**src/rtl/out_tx.sv**
```systemverilog
`default_nettype none
// ============================================================================
// Module      : out_tx
// Description : OUT-port UART transmitter. Buffers 16-bit words in a small FIFO
//               and sends each one as two back-to-back 8N1 frames, high byte first.
// Revision    : 1.0 - initial release
// ============================================================================
module out_tx #(
    parameter int CLKS_PER_BIT = 434,
    parameter int FIFO_DEPTH   = 4
) (
    input  logic        clk,
    input  logic        rst,
    input  logic        ld_outr,
    input  logic [15:0] ra,
    output logic        txd,
    output logic        busy,
    output logic        full,
    output logic        overflow
);

    localparam int PTR_W = $clog2(FIFO_DEPTH);
    localparam int CNT_W = $clog2(FIFO_DEPTH + 1);
    localparam int CLK_W = $clog2(CLKS_PER_BIT);

    localparam logic [CNT_W-1:0] c_depth    = CNT_W'(FIFO_DEPTH);
    localparam logic [CLK_W-1:0] c_last_clk = CLK_W'(CLKS_PER_BIT - 1);

    localparam logic [1:0] c_st_idle  = 2'd0;
    localparam logic [1:0] c_st_start = 2'd1;
    localparam logic [1:0] c_st_data  = 2'd2;
    localparam logic [1:0] c_st_stop  = 2'd3;

    logic [15:0]      r_mem [FIFO_DEPTH];
    logic [PTR_W-1:0] r_wr_ptr;
    logic [PTR_W-1:0] r_rd_ptr;
    logic [CNT_W-1:0] r_count;
    logic             r_overflow;
    logic [1:0]       r_state;
    logic             r_byte_sel;
    logic [15:0]      r_hold;
    logic [2:0]       r_bit_cnt;
    logic [CLK_W-1:0] r_clk_cnt;
    logic             r_txd;

    logic [1:0]       w_state_n;
    logic             w_byte_sel_n;
    logic [15:0]      w_hold_n;
    logic [2:0]       w_bit_cnt_n;
    logic [CLK_W-1:0] w_clk_cnt_n;
    logic [7:0]       w_byte_n;
    logic             w_txd_n;
    logic             w_pop;
    logic             w_push;
    logic             w_drop;
    logic             w_last;
    logic             w_not_empty;
    logic             w_is_full;

    assign w_last      = (r_clk_cnt == c_last_clk);
    assign w_not_empty = (r_count != '0);
    assign w_is_full   = (r_count == c_depth);
    // A pop on the same edge frees a slot, so a strobe into a full FIFO still lands.
    assign w_push      = ld_outr && (!w_is_full || w_pop);
    assign w_drop      = ld_outr && w_is_full && !w_pop;

    always_comb begin
        w_state_n    = r_state;
        w_byte_sel_n = r_byte_sel;
        w_hold_n     = r_hold;
        w_bit_cnt_n  = r_bit_cnt;
        w_clk_cnt_n  = r_clk_cnt;
        w_pop        = 1'b0;
        w_byte_n     = 8'h00;
        w_txd_n      = 1'b1;

        case (r_state)
            c_st_idle: begin
                if (w_not_empty) begin
                    w_pop        = 1'b1;
                    w_hold_n     = r_mem[r_rd_ptr];
                    w_byte_sel_n = 1'b0;
                    w_clk_cnt_n  = '0;
                    w_bit_cnt_n  = 3'd0;
                    w_state_n    = c_st_start;
                end
            end
            c_st_start: begin
                if (w_last) begin
                    w_clk_cnt_n = '0;
                    w_bit_cnt_n = 3'd0;
                    w_state_n   = c_st_data;
                end else begin
                    w_clk_cnt_n = r_clk_cnt + CLK_W'(1);
                end
            end
            c_st_data: begin
                if (w_last) begin
                    w_clk_cnt_n = '0;
                    if (r_bit_cnt == 3'd7) begin
                        w_bit_cnt_n = 3'd0;
                        w_state_n   = c_st_stop;
                    end else begin
                        w_bit_cnt_n = r_bit_cnt + 3'd1;
                    end
                end else begin
                    w_clk_cnt_n = r_clk_cnt + CLK_W'(1);
                end
            end
            default: begin
                if (w_last) begin
                    w_clk_cnt_n = '0;
                    if (!r_byte_sel) begin
                        w_byte_sel_n = 1'b1;
                        w_state_n    = c_st_start;
                    end else if (w_not_empty) begin
                        w_pop        = 1'b1;
                        w_hold_n     = r_mem[r_rd_ptr];
                        w_byte_sel_n = 1'b0;
                        w_state_n    = c_st_start;
                    end else begin
                        w_state_n    = c_st_idle;
                    end
                end else begin
                    w_clk_cnt_n = r_clk_cnt + CLK_W'(1);
                end
            end
        endcase

        // Line level is computed from the next state so txd comes straight from a flop.
        w_byte_n = w_byte_sel_n ? w_hold_n[7:0] : w_hold_n[15:8];
        case (w_state_n)
            c_st_start: w_txd_n = 1'b0;
            c_st_data:  w_txd_n = w_byte_n[w_bit_cnt_n];
            default:    w_txd_n = 1'b1;
        endcase
    end

    always_ff @(posedge clk) begin
        if (w_push) begin
            r_mem[r_wr_ptr] <= ra;
        end
    end

    always_ff @(posedge clk or negedge rst) begin
        if (!rst) begin
            r_wr_ptr   <= '0;
            r_rd_ptr   <= '0;
            r_count    <= '0;
            r_overflow <= 1'b0;
            r_state    <= c_st_idle;
            r_byte_sel <= 1'b0;
            r_hold     <= 16'h0000;
            r_bit_cnt  <= 3'd0;
            r_clk_cnt  <= '0;
            r_txd      <= 1'b1;
        end else begin
            r_state    <= w_state_n;
            r_byte_sel <= w_byte_sel_n;
            r_hold     <= w_hold_n;
            r_bit_cnt  <= w_bit_cnt_n;
            r_clk_cnt  <= w_clk_cnt_n;
            r_txd      <= w_txd_n;
            if (w_push) begin
                r_wr_ptr <= r_wr_ptr + PTR_W'(1);
            end
            if (w_pop) begin
                r_rd_ptr <= r_rd_ptr + PTR_W'(1);
            end
            case ({w_push, w_pop})
                2'b10:   r_count <= r_count + CNT_W'(1);
                2'b01:   r_count <= r_count - CNT_W'(1);
                default: r_count <= r_count;
            endcase
            if (w_drop) begin
                r_overflow <= 1'b1;
            end
        end
    end

    assign txd      = r_txd;
    assign busy     = (r_state != c_st_idle) || w_not_empty;
    assign full     = w_is_full;
    assign overflow = r_overflow;

endmodule
`default_nettype wire

```
**config.mk**
```make
export PLATFORM = sky130hd
export DESIGN_NAME = out_tx
export DESIGN_NICKNAME = d
export VERILOG_FILES = /design/src/rtl/out_tx.sv
export SDC_FILE = /design/constraint.sdc
export NUM_CORES = 1
export LEC_CHECK = 0
export CORE_ASPECT_RATIO = 0.5
export CORE_MARGIN = 5
export CORE_UTILIZATION = 30
export DETAILED_ROUTE_END_ITERATION = 10
export SYNTH_ARGS = -nofsm -noshare
export SYNTH_HDL_FRONTEND = slang
export SYNTH_SLANG_ARGS = --single-unit
```
**constraint.sdc**
```tcl
create_clock -name clk -period 6.4 [get_ports clk]
set_input_delay 1.28 -clock clk [delete_from_list [all_inputs] [get_ports clk]]
set_output_delay 1.28 -clock clk [all_outputs]
set_load 0.02 [all_outputs]
```
Word level (Yosys, flattened, before mapping):

Memories as Yosys holds them, arrays and structs flattened.
Cells that the tools add are included.
Widths: inputs -> output; s select.

* register bits: 40
* RAM bits: 64
* input port bits: 19
* output and inout port bits: 4
* logic and storage cells: 76
* memories kept: 1

* $add $sub $neg: 6
* $lt $le $gt $ge: 1
* equal/unequal tests: 10
* mux-type cells: 36
* reduce and logical (&&, ||, !) cells: 12

Memories
* r_mem: words 4, bits a word 16, read ports 1, clocked after Yosys merged registers in 0, wr ports 1, line 34 `logic [15:0] r_mem [FIFO_DEPTH];`

Operators by type and width (number)
* $mux 16: 3
* $pmux 16 s2: 1
* $mux 9: 3
* $mux 1: 12
* $mux 3: 4
* $mux 2: 5
* $add 9x1->9 const B: 1
* $eq 9x9->1 const B: 1
* $pmux 3 s3: 1
* $mux 8: 1
* $add 3x1->3 const B: 2
* $eq 2x1->1 const B: 3
* $eq 2x2->1 const B: 3
* $eq 3x3->1 const B: 2
* $pmux 1 s2: 3
* $pmux 2 s3: 1
* $pmux 3 s2: 1
* $add 2x1->2 const B: 2
* $lt 3x4->1 const B: 1
* $reduce_bool 2->1: 2
* $bmux 1 s3: 1
* $logic_and 1x1->1: 3
* $reduce_bool 3->1: 1
* $sub 3x1->3 const B: 1
* 5 further kinds: 7

Longest topological paths before layout:

Gate-level depths: netlist of the first run.

* word-level depth: 9
* depth in mapped cells: 12
* gate-level depth less buffers: 11

Worst setup path after synthesis of the first run:

No wires, ideal clock.

* path type: register -> output
* from: register r_state[0]
* to: output busy
* data arrival time: 1550 ps
* required time: 5120 ps
* slack: 3570 ps
* stages on the path, launching flop included: 6
* buffers on the path: 1
* path through: dfrtp_1 -> inv_1 -> ha_1 -> nor4b_1 -> clkbuf_1 -> inv_1

* cells in the longest elaborated chain, start to end: 2

Ends and longest elaborated chain
* from (decl): line 39 `logic [1:0] r_state;`
* from (signal assigned): line 151 `r_state <= c_st_idle;`
* from (signal assigned): line 158 `r_state <= w_state_n;`
* $reduce_bool 2->1: line 182 `assign busy = (r_state != c_st_idle) || w_not_empty;`
* $logic_or 1x1->1: line 182
* to (decl): line 17 `output logic busy,`

Every way passes these cells.

Final worst setup path of the first run:

Same ends and word-level chain as after synthesis.

==> results.py, run 1 <==
metrics = {
    "logic_synthesis": {
        "synth.cell_area_mm2": 0.00475,
        "synth.net_count": 376,
        "synthCells": 343,
        "ys_seq_elements": 104,
        "yosys.area.top_type_share_pct": 40.4,
        "seq_area_frac_synth_pct": 61.5,
        "synth-async-reset-ratio_pct": 38.5,
        "yosysMostFrequentCell": "edfxtp_1",
        "synth_cell_types": 52,
        "synth-warning-count": 0,
        "yosys-top-cells-count": "64 x edfxtp_1, 39 x dfrtp_1, 23 x a21oi_1, 18 x o21ai_0, 17 x mux2i_1",
        "synth_edf_count": 64,
        "synth.avg_cell_area_um2": 13.9,
        "synthTopCellsByArea": "edfxtp_1 40%, dfrtp_1 21%, mux4_2 7.1%",
        "synth_top_area_cell": "edfxtp_1",
        "synth_ff_type": "edfxtp_1",
    },
    "clock_network": {
        "cts_resized": 0,
        "cts.path.max_buffers": 2,
        "numClockSinks": 104,
        "tritoncts": "built",
        "cts_max_level": 3,
        "cts_hold_buf": 0,
        "clock_latency_ns": 0.36,
        "clk_pin_slew_ns": 0.07,
        "clock_tree.root_cell": "clkbuf_16",
        "postCtsSetupRepairBufs": 0,
        "cts-buffers-inserted": 9,
    },
    "critical_path": {
        "path_class": "flip-flop to primary output",
        "endpoint_kind": "primary output",
        "regToRegStartpoint": "r_clk_cnt[2]",
        "r2r_slack_ns": 3.01,
        "r2r_end": "r_mem[3][3]",
        "critPathArrivalTime_ns": 2.18,
        "start_kind": "flip-flop",
        "crit_required_ns": 5.12,
        "cp_max_fo": 7,
        "r2r_cells": 7,
    },
    "pwr": {
        "combPwrFrac_pct": 33.3,
        "p_sw_share_pct": 33.8,
        "ir_drop_mv": 0.138,
        "p_seq_share_pct": 41.9,
        "switchingPower_w": 0.000804,
        "power.leakage_nw": 1.99,
        "finalPower_w": 0.00238,
        "power_density_mw_per_mm2": 430,
        "clkPwrFrac_pct": 24.7,
        "power.internal_w": 0.00157,
    },
    "routing": {
        "vias_per_cell": 4.95,
        "finalWirelength_um": 8880,
        "first_pass_iters": 4,
        "vias": 2836,
        "detail-route-antenna-nets": 0,
        "drtIter0Drc": 143,
        "drc": 0,
        "wl_per_cell_um": 15.5,
    },
    "timing": {
        "worst_pin_slew_ns": 0.927,
        "period_minus_slack_ns": 3.46,
        "hold_viol_final": 0,
        "rsz0062_at_grt": "no",
        "fmax_mhz": 289,
        "clock_skew_ns": 0.0123,
        "fin_crit_sh_pct": 54.1,
        "final-max-slew-violation-count": 0,
        "relSlewSlack_pct": 38.2,
        "tns_ns": 0,
        "setup_viol": 0,
    },
    "die": {
        "die_h_um": 99.0,
        "start_util_pct": 30.7,
        "coreArea_mm2": 0.0155,
        "num_rows": 32,
        "io_pins": 23,
        "die-area_mm2": 0.0186,
        "die_x_um": 188,
    },
    "final_layout": {
        "fin_cells": 573,
        "drive_gt1_share_pct": 13.8,
        "syn2layout_area_growth_pct": 16.4,
        "final.fill_count": 1473,
        "finalNetCount": 397,
        "diodes": 0,
    },
    "place": {
        "gp_congestion": 0.790,
        "hpwl_um": 5810,
        "port_buffers": 22,
        "post-place-cells": 557,
    },
    "global_routing": {
        "grt_overflow": 0,
        "grt_pass1_wl_um": 14600,
        "grt_pass1_vias": 2758,
        "grt_max_degree": 43,
        "grt_usage_pct": 9.82,
        "antenna_found_initial": 0,
    },
    "hold_path": {
        "hold_end": "overflow",
        "worst_hold_path.num_cells": 1,
        "hold_start": "overflow",
        "hold_class": "flip-flop to flip-flop",
    },
    "run_status": {
        "status": "complete, no violations",
    },
    "flow_run": {
        "maxCapViolCount": 0,
    },
}
[layer usage]
metal | track usage [%] | vias to the layer above | routed length [um]
li1 | - | 1373 | -
met5 | 0 | - | 0
met3 | 2.58 | 2 | 283
met4 | 3.04 | 0 | 37
met2 | 14.8 | 39 | 4150
met1 | 13.9 | 1422 | 4400
[worst max-delay path by stage]
stage                 startpoint  slack, ns          end
floorplan             r_state[0]       3.57         busy
global placement         ld_outr       2.90  r_mem[2][7]
detailed placement       ld_outr       2.84  r_mem[2][7]
CTS                   r_state[0]       2.90         busy
global route        r_clk_cnt[2]       2.75  r_mem[2][3]
finish                r_state[0]       2.94         busy
[cell families (layout without fill, tap and decap cells)]
family	after synthesis	count (layout)	share of synthesized area, %
mux	34	34	11.2
simple gates	72	72	8.32
fa+ha+maj	14	14	3.84
flops	104	104	61.5
buf+inv	31	57	2.63
compound gates	83	83	11.6
xor+xnor	5	5	0.922
[layout make-up]
class,instances,area [um2],area share [%]
clock buffers,9,225,4.07
multi-input cells,208,1720,31.1
flip-flops and latches,104,2920,52.9
repair buffers,28,260,4.71
clock inverters,7,97.6,1.77
inverters,13,48.8,0.883
well taps,204,255,4.62
[sequential cells by signal, indices dropped and copies added (netlist names)]
signal / count
r_mem: 64
r_hold: 16
r_clk_cnt: 9
r_bit_cnt: 3
r_count: 3
r_rd_ptr: 2
r_state: 2
r_wr_ptr: 2
overflow: 1
r_byte_sel: 1
txd: 1
[layout by cell type (no fill, tap or decap), types with 3 or more instances in the layout]
cell              n
a21oi_1          23
clkbuf_16         9
nor3_1            7
nand2b_1          4
edfxtp_1         64
and2_1            7
nand3_1           4
a221oi_1         15
mux2i_1          17
nor2_1           14
inv_1            12
mux4_2           15
a31oi_1           5
inv_8             3
a211oi_1          3
ha_1             13
o21ai_0          18
buf_4             6
xnor2_1           3
dfrtp_1          39
a211o_1           3
clkdlybuf4s50_1  21
nand2_1          15
and3_1            4
[per-stage QoR]
stage	cell area, um2	hold slack [ns]	utilization [%]	worst slack (ns)
floorplan	4750	0.437	-	3.57
global placement	5210	0.454	33.7	2.90
detailed placement	5210	0.472	33.7	2.84
CTS	5530	0.489	35.8	2.90
global route	5530	0.504	35.8	2.75
finish	5530	0.480	35.8	2.94
[power by group through the flow]
| stage | clock network [W] | logic [W] | registers (W) |
|---|---|---|---|
| 2_1_floorplan | 0 | 0.000611 | 0.000974 |
| 3_3_place_gp | 0 | 0.000796 | 0.00101 |
| 3_5_place_dp | 0 | 0.000803 | 0.00101 |
| 4_1_cts | 0.000610 | 0.000807 | 0.00100 |
| 5_1_grt | 0.000635 | 0.000883 | 0.00102 |
| 6_report | 0.000588 | 0.000791 | 0.000996 |
[worst max-delay path, stage by stage, from the launching register on]
cell and delay (ns):
dfrtp_1 0.42, inv_1 0.14, ha_1 0.32, nor4b_2 0.29, inv_1 0.11, clkdlybuf4s50_1 0.55
Note: power is estimated with default switching activity, not from simulation.
==> run 2, diff against run 1 <==
clock period = 2.85 ns   (was 6.4 ns; I/O delays follow)
==> results.py, run 2 (same netlist as run 1, synthesis figures left out) <==
metrics = {
    "timing": {
        "fin_crit_sh_pct": 94.7,
        "clock_skew_ns": 0.00660,
        "setup_viol": 0,
        "final-max-slew-violation-count": 0,
        "relSlewSlack_pct": 37.4,
        "period_minus_slack_ns": 2.70,
        "whs_ns": 0.372,
        "fmax_mhz": 371,
        "hold_viol_final": 0,
        "worst_pin_slew_ns": 0.939,
    },
    "clock_network": {
        "clk_pin_slew_ns": 0.07,
        "cts-buffers-inserted": 9,
        "cts_hold_buf": 0,
        "clock_latency_ns": 0.34,
        "numClockSinks": 104,
        "tritoncts": "built",
        "cts_max_level": 3,
        "cts.path.max_buffers": 2,
        "clock_tree.root_cell": "clkbuf_16",
    },
    "flow_run": {
        "maxCapViolCount": 0,
    },
    "global_routing": {
        "antenna_found_initial": 0,
        "grt_overflow": 0,
        "grt_usage_pct": 10.7,
        "grt_pass1_vias": 2984,
        "grt_pass1_wl_um": 15900,
        "grt_max_degree": 41,
    },
    "place": {
        "placed_cell_area_mm2": 0.00543,
        "post-place-cells": 580,
        "gp_congestion": 0.834,
        "hpwl_um": 6510,
        "port_buffers": 22,
    },
    "die": {
        "coreArea_mm2": 0.0155,
        "die_h_um": 99.0,
        "io_pins": 23,
        "die-area_mm2": 0.0186,
        "num_rows": 32,
        "die_x_um": 188,
        "start_util_pct": 30.7,
    },
    "routing": {
        "drtIter0Drc": 158,
        "first_pass_iters": 4,
        "drc": 0,
        "wl_per_cell_um": 16.0,
        "vias_per_cell": 4.92,
        "detail-route-antenna-nets": 0,
        "vias": 2950,
        "finalWirelength_um": 9570,
    },
    "final_layout": {
        "finalNetCount": 423,
        "largest_register": "r_mem",
        "layout_common_cells": "64 x edfxtp_1, 39 x dfrtp_1, 26 x buf_4",
        "fin_util_pct": 37.5,
        "fin_cells": 599,
        "largest_register_ffs": 64,
        "layout.cells.most_common": "edfxtp_1",
        "largestRegisters": "r_mem (64), r_hold (16), r_clk_cnt (9)",
        "diodes": 0,
        "stdcell_area_mm2": 0.00580,
        "drive_gt1_share_pct": 21.0,
        "syn2layout_area_growth_pct": 22.0,
    },
    "critical_path": {
        "cp_max_fo": 3,
        "crit_required_ns": 3.12,
        "path_class": "flip-flop to flip-flop",
        "endpoint_kind": "flip-flop",
        "cp_slowest_stage_delay_ns": 0.58,
        "critPathArrivalTime_ns": 2.97,
        "slowest_stage": "or4b_4",
        "start_kind": "flip-flop",
        "crit_path_cell_trace": "or4b_4, nor4b_4, mux2i_1, or2_2, fa_1, nor3b_1, a31oi_1, nand2_1, o21ai_0",
    },
    "hold_path": {
        "hold_class": "primary input to async pin",
    },
    "pwr": {
        "power_density_mw_per_mm2": 938,
        "finalPower_w": 0.00544,
        "ir_drop_mv": 0.360,
        "power.leakage_nw": 2.13,
    },
    "run_status": {
        "status": "complete, no violations",
    },
}
-- run 2: area by class of cell --
| class | count | area (um2) |
|---|---|---|
| Sequential cell | 104 | 2920 |
| Multi-Input combinational cell | 208 | 1760 |
| Clock buffer | 9 | 225 |
| Fill cell | 1436 | 9660 |
| Inverter | 13 | 48.8 |
| Tap cell | 204 | 255 |
| Timing Repair Buffer | 54 | 520 |
| Clock inverter | 7 | 61.3 |
-- run 2: power by group --
group | switching (W) | internal (W)
Combinational | 0.00111 | 0.000954
Clock | 0.000571 | 0.000610
Sequential | 0.000176 | 0.00202
-- run 2: worst paths after layout --
path / startpoint / end / slack, ns / cells after the start
setup / recovery: r_clk_cnt[3] / r_count[2] / 0.15 / 9
hold / removal: rst / r_clk_cnt[4] / 0.37 / 1
setup reg to reg: r_clk_cnt[3] / r_count[2] / 0.15 / 9
hold reg to reg: overflow / overflow / 0.48 / 1
max in group asynchronous: rst / r_hold[12] / 1.89 / 1
min in group clk: overflow / overflow / 0.48 / 1
-- run 2: worst max-delay path, delay by kind of cell (launching register included) --
family                   cells  cell delay, ns
flip-flops                   1            0.38
multiplexers                 1            0.14
adder cells (fa/ha/maj)      1            0.40
AO/OA/AOI/OAI                2            0.21
AND/OR/NAND/NOR              5            1.49
-- run 2: through the flow --
| step | TNS (ns) | setup slack [ns] |
|---|---|---|
| CTS | 0 | 0.0916 |
| global route | -0.0118 | -0.0118 |
| detailed placement | 0 | 0.116 |
| floorplan | 0 | 0.140 |
| finish | 0 | 0.151 |
| global placement | 0 | 0.189 |
-- run 2: per-layer routing --
| layer | GRT usage (%) | up-vias | share of wire [%] |
|---|---|---|---|
| met2 | 18.1 | 32 | 49 |
| li1 | - | 1425 | - |
| met4 | 2.59 | 0 | 0.47 |
| met3 | 2.55 | 2 | 2.2 |
| met5 | 0 | - | 0 |
| met1 | 13.9 | 1491 | 48 |
-- run 2: repair_timing --
item	CTS	global route
resized for setup	1	11
setup endpoints to repair	1	1
setup buffers	0	3
pin swaps	0	6
==> run 3, diff against run 2 <==
CTS_BUF_LIST = sky130_fd_sc_hd__clkbuf_16   (was default)
==> results of run 3 <==
The final DEF is identical to that of run 2; final timing and power are the same.
